==> src/rtl/toi2s_pkg.sv <==
// Shared constants and helpers for the I2S transmitter: frame geometry,
// default sample width and the frame-load source selection.
package toi2s_pkg;

  localparam int DATA_W_DEF = 24;
  localparam int FRAME_BITS = 64;
  localparam int SLOT_BITS  = 32;
  localparam int CNT_W      = 6;

  typedef enum logic [1:0] {
    LOAD_HOLD   = 2'd0,
    LOAD_BYPASS = 2'd1,
    LOAD_EMPTY  = 2'd2
  } load_sel_e;

  // A full holding buffer always wins; otherwise a pair offered in the load
  // cycle itself goes straight to the shifters.
  function automatic load_sel_e pick_load(input logic hold_full, input logic xfer);
    if (hold_full) begin
      return LOAD_HOLD;
    end else if (xfer) begin
      return LOAD_BYPASS;
    end
    return LOAD_EMPTY;
  endfunction

endpackage

==> src/rtl/i2s_tx_if.sv <==
// Sample-pair handshake between an audio source and the I2S transmitter.
interface i2s_tx_if
  import toi2s_pkg::*;
#(
  parameter int DATA_W = DATA_W_DEF
) ();

  logic [DATA_W-1:0] sample_l;
  logic [DATA_W-1:0] sample_r;
  logic              sample_valid;
  logic              sample_ready;

  modport master (
    output sample_l,
    output sample_r,
    output sample_valid,
    input  sample_ready
  );

  modport slave (
    input  sample_l,
    input  sample_r,
    input  sample_valid,
    output sample_ready
  );

endinterface

==> src/rtl/i2s_bck_gen.sv <==
// Bit-clock divider: toggles bck every BCK_DIV clk cycles and flags the
// clk on which bck goes from 1 to 0.
module i2s_bck_gen #(
  parameter int BCK_DIV = 4
) (
  input  logic clk,
  input  logic resetb,
  input  logic clr,
  output logic bck,
  output logic fall
);

  localparam int DIV_W = $clog2(BCK_DIV);
  localparam logic [DIV_W-1:0] DIV_MAX = DIV_W'(BCK_DIV - 1);

  logic [DIV_W-1:0] div;
  logic             tc;

  assign tc   = (div == DIV_MAX);
  assign fall = tc && bck;

  always_ff @(posedge clk or negedge resetb) begin
    if (!resetb) begin
      div <= '0;
      bck <= 1'b0;
    end else if (clr) begin
      div <= '0;
      bck <= 1'b0;
    end else if (tc) begin
      div <= '0;
      bck <= !bck;
    end else begin
      div <= div + DIV_W'(1);
    end
  end

endmodule

==> src/rtl/i2s_tx.sv <==
// Philips-format I2S transmitter: one-deep holding buffer, 64-BCK frames,
// left/right slots of 32 BCK with MSB one BCK after the word-select edge.
module i2s_tx
  import toi2s_pkg::*;
#(
  parameter int DATA_W  = DATA_W_DEF,
  parameter int BCK_DIV = 4
) (
  input  logic     clk,
  input  logic     resetb,
  input  logic     ena,
  i2s_tx_if.slave  smp,
  output logic     i2s_bck,
  output logic     i2s_ws,
  output logic     i2s_d0,
  output logic     underrun
);

  localparam logic [CNT_W-1:0] LAST_BIT = CNT_W'(FRAME_BITS - 1);
  localparam logic [CNT_W-1:0] L_FIRST  = CNT_W'(1);
  localparam logic [CNT_W-1:0] L_LAST   = CNT_W'(DATA_W);
  localparam logic [CNT_W-1:0] R_FIRST  = CNT_W'(SLOT_BITS + 1);
  localparam logic [CNT_W-1:0] R_LAST   = CNT_W'(SLOT_BITS + DATA_W);

  logic              fall;
  logic              load;
  logic              xfer;
  logic              alive;
  logic              hold_full;
  logic              in_l;
  logic              in_r;
  logic [CNT_W-1:0]  bit_cnt;
  logic [CNT_W-1:0]  bit_nxt;
  logic [DATA_W-1:0] hold_l;
  logic [DATA_W-1:0] hold_r;
  logic [DATA_W-1:0] shift_l;
  logic [DATA_W-1:0] shift_r;

  i2s_bck_gen #(.BCK_DIV(BCK_DIV)) u_bck_gen (
    .clk    (clk),
    .resetb (resetb),
    .clr    (!ena),
    .bck    (i2s_bck),
    .fall   (fall)
  );

  assign bit_nxt = bit_cnt + CNT_W'(1);
  assign load    = fall && (bit_cnt == LAST_BIT);
  assign in_l    = (bit_nxt >= L_FIRST) && (bit_nxt <= L_LAST);
  assign in_r    = (bit_nxt >= R_FIRST) && (bit_nxt <= R_LAST);

  // alive keeps ready low while reset is held even if ena is already high
  assign smp.sample_ready = ena && alive && !hold_full;
  assign xfer             = smp.sample_valid && smp.sample_ready;

  always_ff @(posedge clk or negedge resetb) begin
    if (!resetb) begin
      alive     <= 1'b0;
      bit_cnt   <= LAST_BIT;
      hold_full <= 1'b0;
      hold_l    <= '0;
      hold_r    <= '0;
      shift_l   <= '0;
      shift_r   <= '0;
      i2s_ws    <= 1'b0;
      i2s_d0    <= 1'b0;
      underrun  <= 1'b0;
    end else begin
      alive    <= 1'b1;
      underrun <= 1'b0;
      if (!ena) begin
        bit_cnt   <= LAST_BIT;
        hold_full <= 1'b0;
        hold_l    <= '0;
        hold_r    <= '0;
        shift_l   <= '0;
        shift_r   <= '0;
        i2s_ws    <= 1'b0;
        i2s_d0    <= 1'b0;
      end else begin
        if (load) begin
          unique case (pick_load(hold_full, xfer))
            LOAD_HOLD: begin
              shift_l   <= hold_l;
              shift_r   <= hold_r;
              hold_full <= 1'b0;
            end
            LOAD_BYPASS: begin
              shift_l <= smp.sample_l;
              shift_r <= smp.sample_r;
            end
            default: begin
              shift_l  <= '0;
              shift_r  <= '0;
              underrun <= 1'b1;
            end
          endcase
        end else if (xfer) begin
          hold_l    <= smp.sample_l;
          hold_r    <= smp.sample_r;
          hold_full <= 1'b1;
        end

        // A load edge lands on bit 0, which is neither slot, so the
        // shifters are never written twice in one cycle.
        if (fall) begin
          bit_cnt <= bit_nxt;
          i2s_ws  <= bit_nxt[CNT_W-1];
          if (in_l) begin
            i2s_d0  <= shift_l[DATA_W-1];
            shift_l <= shift_l << 1;
          end else if (in_r) begin
            i2s_d0  <= shift_r[DATA_W-1];
            shift_r <= shift_r << 1;
          end else begin
            i2s_d0 <= 1'b0;
          end
        end
      end
    end
  end

endmodule

==> src/flat_wrapper.sv <==
// flat-port wrapper written by rule: the top's interface ports become plain ports
module i2s_tx_flat import toi2s_pkg::*;
#(
  parameter int DATA_W  = DATA_W_DEF,
  parameter int BCK_DIV = 4
)
  (clk, resetb, ena, i2s_bck, i2s_ws, i2s_d0, underrun, smp_sample_l, smp_sample_r, smp_sample_valid, smp_sample_ready);
  i2s_tx_if #(.DATA_W(DATA_W)) smp_i ();
  input  logic clk;
  input  logic resetb;
  input  logic ena;
  output logic i2s_bck;
  output logic i2s_ws;
  output logic i2s_d0;
  output logic underrun;
  input wire logic [$bits(smp_i.sample_l)-1:0] smp_sample_l;
  input wire logic [$bits(smp_i.sample_r)-1:0] smp_sample_r;
  input wire logic [$bits(smp_i.sample_valid)-1:0] smp_sample_valid;
  output wire logic [$bits(smp_i.sample_ready)-1:0] smp_sample_ready;
  assign smp_i.sample_l = smp_sample_l;
  assign smp_i.sample_r = smp_sample_r;
  assign smp_i.sample_valid = smp_sample_valid;
  assign smp_sample_ready = smp_i.sample_ready;
  i2s_tx #(.DATA_W(DATA_W), .BCK_DIV(BCK_DIV)) u_core (.clk(clk), .resetb(resetb), .ena(ena), .smp(smp_i), .i2s_bck(i2s_bck), .i2s_ws(i2s_ws), .i2s_d0(i2s_d0), .underrun(underrun));
endmodule
==> config.mk <==
export PLATFORM = sky130hd
export DESIGN_NAME = i2s_tx_flat
export DESIGN_NICKNAME = d
export VERILOG_FILES = /design/src/rtl/toi2s_pkg.sv /design/src/rtl/i2s_tx_if.sv /design/src/rtl/i2s_bck_gen.sv /design/src/rtl/i2s_tx.sv /design/src/flat_wrapper.sv
export SDC_FILE = /design/constraint.sdc
export NUM_CORES = 1
export LEC_CHECK = 0
export ABC_AREA = 1
export BUFFER_PORTS_ARGS = -buffer_cell sky130_fd_sc_hd__buf_4
export CORE_UTILIZATION = 59
export CTS_CLUSTER_DIAMETER = 80
export DETAILED_ROUTE_END_ITERATION = 8
export GPL_ROUTABILITY_DRIVEN = 0
export PLACE_DENSITY = 0.76
export SLEW_MARGIN = 20
export SYNTH_ARGS = -nofsm -noshare
export SYNTH_HDL_FRONTEND = slang
export SYNTH_SLANG_ARGS = --single-unit
==> constraint.sdc <==
create_clock -name clk -period 2.4 [get_ports clk]
set_input_delay 0.12 -clock clk [delete_from_list [all_inputs] [get_ports clk]]
set_output_delay 0.12 -clock clk [all_outputs]
set_load 0.1 [all_outputs]
**After elaboration in Yosys (flattened, before gate mapping)**

Index checks and enable logic that the tools add are counted.

- Register bits: 110
- Output and inout port bits: 5
- Logic and storage cells: 85

- Add/subtract/negate cells: 2
- $lt $le $gt $ge: 4
- Equal/unequal tests: 9
- Muxes and demuxes: 45
- Reduce and logical (&&, ||, !) cells: 13

Operators by type and width:

| operator | number |
|---|---|
| 24-bit two-way mux | 15 |
| 24-bit case mux with 2 select lines | 2 |
| 1-bit two-way mux | 19 |
| 2-bit two-way mux | 7 |
| 6-bit two-way mux | 2 |
| 1-bit logical AND | 7 |
| 6-bit by 1-bit adder with 6-bit output, second input constant | 1 |
| 6-bit equality test, second input constant | 1 |
| 6-bit by 1-bit >= comparator with 1-bit output, second input constant | 1 |
| 6-bit >= comparator, second input constant | 1 |
| 6-bit by 5-bit less-or-equal comparator with 1-bit output, second input constant | 1 |
| 6-bit less-or-equal comparator, second input constant | 1 |
| 2-bit by 1-bit inequality test with 1-bit output, second input constant | 3 |
| 2-bit AND reduction | 2 |
| 3-bit by 1-bit inequality test with 1-bit output, second input constant | 1 |
| 3-bit inequality test, second input constant | 1 |
| 2-bit by 1-bit adder with 2-bit output, second input constant | 1 |
| 2-bit by 1-bit equality test with 1-bit output, second input constant | 1 |
| 2-bit equality test, second input constant | 1 |
| 1-bit zero test | 2 |
| 2-bit zero test | 1 |
| 2-bit inequality test, second input constant | 1 |
| 2-bit OR reduction | 1 |

**Longest topological paths before layout**

- Depth in word-level cells: 17
- Gate-level depth with buffers: 12
- Depth with buffers taken out: 10

**By module**

A second synthesis with hierarchy kept.

- Cell total of the unflattened synthesis: 820
- Area total of the unflattened synthesis: 6193.4 sq um

By module, submodules not included:

| module | instances | cells an instance | area each (sq um) | seq. area each (sq um) |
|---|---|---|---|---|
| i2s_tx | 1 | 807 | 6068.3 | 2685.1 |
| i2s_bck_gen | 1 | 13 | 125.1 | 75.1 |

**Least setup slack after synthesis**

No wires, ideal clock.

- Path type: reg2reg
- Start: register u_core.hold_full
- End: register u_core.hold_r[10]
- Library setup time: 0.125 ns
- Data arrival time: 2.652 ns
- Slack: -0.377 ns
- Stages on the path, launching flop included: 8
- Buffers on the path: 3
- Clock period less this slack: 2.777 ns
- Cells stage by stage: dfrtp_1 > clkbuf_1 > nor2_1 > nand2_1 > o21ai_1 > buf_2 > buf_6 > o22ai_1

- Longest elaborated chain between the ends: 5

RTL lines:

| what | line | text |
|---|---|---|
| start, declared | i2s_tx.sv:29 | `logic hold_full;` |
| start signal, assigned | i2s_tx.sv:60 | `hold_full <= 1'b0;` |
| start signal, assigned | i2s_tx.sv:73 | `hold_full <= 1'b0;` |
| start signal, assigned | i2s_tx.sv:86 | `hold_full <= 1'b0;` |
| 1-bit zero test | i2s_tx.sv:53 | `assign smp.sample_ready = ena && alive && !hold_full;` |
| 1-bit logical AND | i2s_tx.sv:53 |  |
| net smp_sample_ready | flat_wrapper.sv:19 | `output wire logic [$bits(smp_i.sample_ready)-1:0] smp_sample_ready;` |
| 1-bit logical AND | i2s_tx.sv:54 | `assign xfer = smp.sample_valid && smp.sample_ready;` |
| 2-bit by 1-bit inequality test with 1-bit output (no source line) | - |  |
| 2-bit AND reduction (no source line) | - |  |
| end signal, assigned | i2s_tx.sv:100 | `hold_r <= smp.sample_r;` |
| end, declared | i2s_tx.sv:35 | `logic [DATA_W-1:0] hold_r;` |

The timed path passes the listed nets, and every way through them passes these cells.
A chain may end at the register's enable or synchronous reset.

**Final worst setup path**

- Start: register u_core.bit_cnt[1]
- End: register u_core.hold_l[15]

- Longest elaborated chain between the ends: 4

RTL lines:

| what | line | text |
|---|---|---|
| start, declared | i2s_tx.sv:32 | `logic [CNT_W-1:0] bit_cnt;` |
| start signal, assigned | i2s_tx.sv:107 | `bit_cnt <= bit_nxt;` |
| 6-bit equality test | i2s_tx.sv:48 | `assign load = fall && (bit_cnt == LAST_BIT);` |
| 1-bit logical AND | i2s_tx.sv:48 |  |
| 2-bit inequality test (no source line) | - |  |
| 2-bit AND reduction (no source line) | - |  |
| end signal, assigned | i2s_tx.sv:99 | `hold_l <= smp.sample_l;` |
| end, declared | i2s_tx.sv:34 | `logic [DATA_W-1:0] hold_l;` |

No other way between the ends.

==> summary.txt <==
Clock tree
  • Root Driver: clkbuf_8
  • CTS HTree Levels: 3
  • Post-CTS setup buffer count: 0
  • Clock Sink Count: 110
  • Total CTS buffers: 9
  • Longest Clk Path Bufs: 2
  • Clock-pin slew on the worst setup and hold paths: 0.11 ns
  • Worst-Skew Late Latency: 0.38 ns
  • CTS tree: built

Synthesis
  • Area leader, netlist: dfrtp_1
  • Mapped Nets: 869
  • Sequential-to-total area share from yosys stat: 0.4763
  • Seq cells post-synth: 110
  • Synth Area per Inst: 7.129 µm²
  • Number of synthesized flops with an enable pin: 0
  • Async SR Flop Fraction: 1.000
  • Syn Inst Count: 813
  • Most numerous cell in the Yosys netlist: nand2_1
  • Synth warn: 0
  • Mapped Area: 0.005796 mm²
  • Main flop type after synthesis: dfrtp_1
  • Post-synth top cells: nand2_1, inv_1, dfrtp_1
  • Synth cell types: 24
  • Top-area cell type share of the netlist area: 0.4491
  • Top post-synthesis cells by area: dfrtp_1, nand2_1, inv_1

Timing
  • FMAX: 464.6 MHz
  • Endpoints failing hold: 0
  • Worst setup margin: 0.2477 ns
  • Final setup skew: 0.01741 ns
  • Tmin final: 2.152 ns
  • Period utilisation layout: 0.8968
  • Setup-failing EPs final: 0
  • Setup TNS: 0 ns
  • RSZ-0062 raised after global routing: no
  • Slew Viols, Final: 0
  • Slew margin rel.: 0.4821
  • Worst slew pin tran: 0.7739 ns

Run status
  • Status: finished clean

Global route
  • Initial antenna violation count: 0
  • Total track usage: 0.2692
  • First-pass GRT wire length: 21,520 µm
  • Vias in the first global route: 4,792
  • Gr ovfl total: 0
  • Largest net degree at the start of global routing: 95

Critical path
  • CP bufs+invs: 2
  • Worst Setup Start Kind: flip-flop
  • Reg2reg path depth: 8
  • Crit path cell chain: ha_1 > nand4_1 > nor2_1 > nand2_2 > buf_12 > nand2_2 > buf_4 > o22ai_1
  • CP Depth: 8
  • Crit-path max cell delay: 0.59 ns
  • Worst path required time: 2.62 ns
  • Worst path top cell family by delay: flip-flops
  • Worst Path Arrival: 2.37 ns
  • WS Path Type: flip-flop to flip-flop
  • CP max FO: 94
  • CP max stage cell: dfstp_2
  • Critical Path End Type: flip-flop
  • Critical Path Most Common Cell: nand2_2

Die
  • Placement Rows: 35
  • Die outline area: 0.01022 mm²
  • Die height: 101.1 µm
  • CORE AREA: 0.009371 mm²
  • Initial Util: 0.6184
  • IO Count: 57
  • Horiz. Die Dim: 101.1 µm

Placed design
  • Number of I/O port buffers: 56
  • Pre-CTS WS: 0.2163 ns
  • Post-DP Area: 0.006264 mm²
  • Post-DP HPWL: 8163 µm

Job
  • Max cap viols: 0

Cells and area
  • Cell area after layout: 0.006469 mm²
  • Filler cells: 846
  • Nets: 901
  • Layout cells sized above 1: 0.1176
  • Number of antenna diodes: 0
  • Area occupied by registers: 0.002760 mm²
  • Layout area overhead: 11.61%
  • Multi-input gate area: 0.002328 mm²

Route
  • Wire per inst: 12.94 µm
  • Via count: 5,029
  • DRT Pass-1 Iters: 5
  • Routed WL: 12,670 µm
  • DR vias/cell: 5.137
  • DRT iter0 DRCs: 236
  • Number of remaining DRC errors: 0
  • DRT antenna net count: 0

Power
  • PD cells: 539.4 mW/mm²
  • VDD IR max: 0.3728 mV
  • P_leak: 3.968 nW

Min path
  • Worst hold-check path type: primary input to flip-flop
  • Hold Crit Depth: 3
[sequential cells by signal, summed over array words and instances, names as in the netlist]
register / cells
u_core.hold_l: 24
u_core.alive: 1
u_core.shift_l: 24
u_core.bit_cnt: 6
u_core.u_bck_gen.div: 2
u_core.i2s_d0: 1
u_core.i2s_ws: 1
u_core.hold_r: 24
u_core.hold_full: 1
u_core.shift_r: 24
u_core.underrun: 1
u_core.u_bck_gen.bck: 1
[layout by cell type (no fill, tap or decap), types with 3 or more instances in the layout]
cell        n
nand4_1     7
nand2_1   307
buf_4      61
inv_2       3
clkbuf_8   11
o22ai_1    50
inv_1     111
dfstp_2     6
o21ai_0     3
nand3_1    10
ha_1        4
nor2_1    100
o21ai_1    45
a22oi_1     3
dfrtp_1   104
buf_12      6
[kinds of logic after synthesis]
group | after synthesis | share of synthesized area
AO/OA/AOI/OAI | 104 | 0.1023
flip-flops | 110 | 0.4763
adder cells (fa/ha/maj) | 4 | 0.008636
other | 1 | 0.0006470
buffers and inverters | 162 | 0.1244
AND/OR/NAND/NOR | 432 | 0.2878
[power breakdown]
part	total, mW	switching (mW)	internal, mW	leakage, nW
sequential	1.93	0.0272	1.90	1.50
combinational	0.469	0.301	0.168	2.37
clock	1.09	0.645	0.445	0.100
total	3.49	0.973	2.52	3.97
[worst paths after layout]
| kind | from | endpoint | slack (ns) |
|---|---|---|---|
| min reg2reg | u_core.u_bck_gen.div[0] | u_core.u_bck_gen.div[0] | 0.45 |
| min in group asynchronous | resetb | u_core.u_bck_gen.div[0] | 0.32 |
| max | u_core.bit_cnt[1] | u_core.hold_l[15] | 0.25 |
| min | smp_sample_l[5] | u_core.hold_l[5] | 0.03 |
| max reg2reg | u_core.bit_cnt[1] | u_core.hold_l[15] | 0.25 |
| max in group asynchronous | resetb | u_core.hold_l[7] | 1.36 |
[worst register-to-register path: cells and delay by family, from the launching register on]
family          cells  cell delay, ns
flops               1            0.59
fa+ha+maj           1            0.24
simple gates        4            0.56
compound gates      1            0.12
buf+inv             2            0.51
[metal layers]
layer	global-route usage	vias up	share of wire
met5	0	-	0
met4	0.07915	0	0.013
met3	0.04438	18	0.043
met2	0.4642	116	0.49
met1	0.3507	2353	0.45
li1	-	2542	-
[area by class of cell]
class                           instances  area share
Multi-Input combinational cell        541      0.3600
Clock inverter                          5    0.006190
Inverter                              114     0.06615
Clock buffer                           11     0.02340
Tap cell                              129     0.02495
Timing Repair Buffer                   69     0.09265
Sequential cell                       110      0.4267
[stage by stage]
step | instances | utilization | hold WS, ns | power, mW
4_1_cts | 979 | 0.6899 | 0.01708 | 3.518
2_1_floorplan | 813 | - | -0.1756 | 2.244
3_5_place_dp | 962 | 0.6684 | 0.2029 | 2.432
5_1_grt | 979 | 0.6903 | 0.02622 | 3.641
6_report | 979 | 0.6903 | 0.03203 | 3.489
3_3_place_gp | 962 | 0.6684 | 0.1942 | 2.411
[timing repair]
action / 4_1_cts / 5_1_grt
hold endpoints to repair: 47 / 0
gates resized for setup: 0 / 1
hold buffers: 1 / 0
endpoints found under the setup margin: 0 / 2
Note: power is estimated with default switching activity, not from simulation.
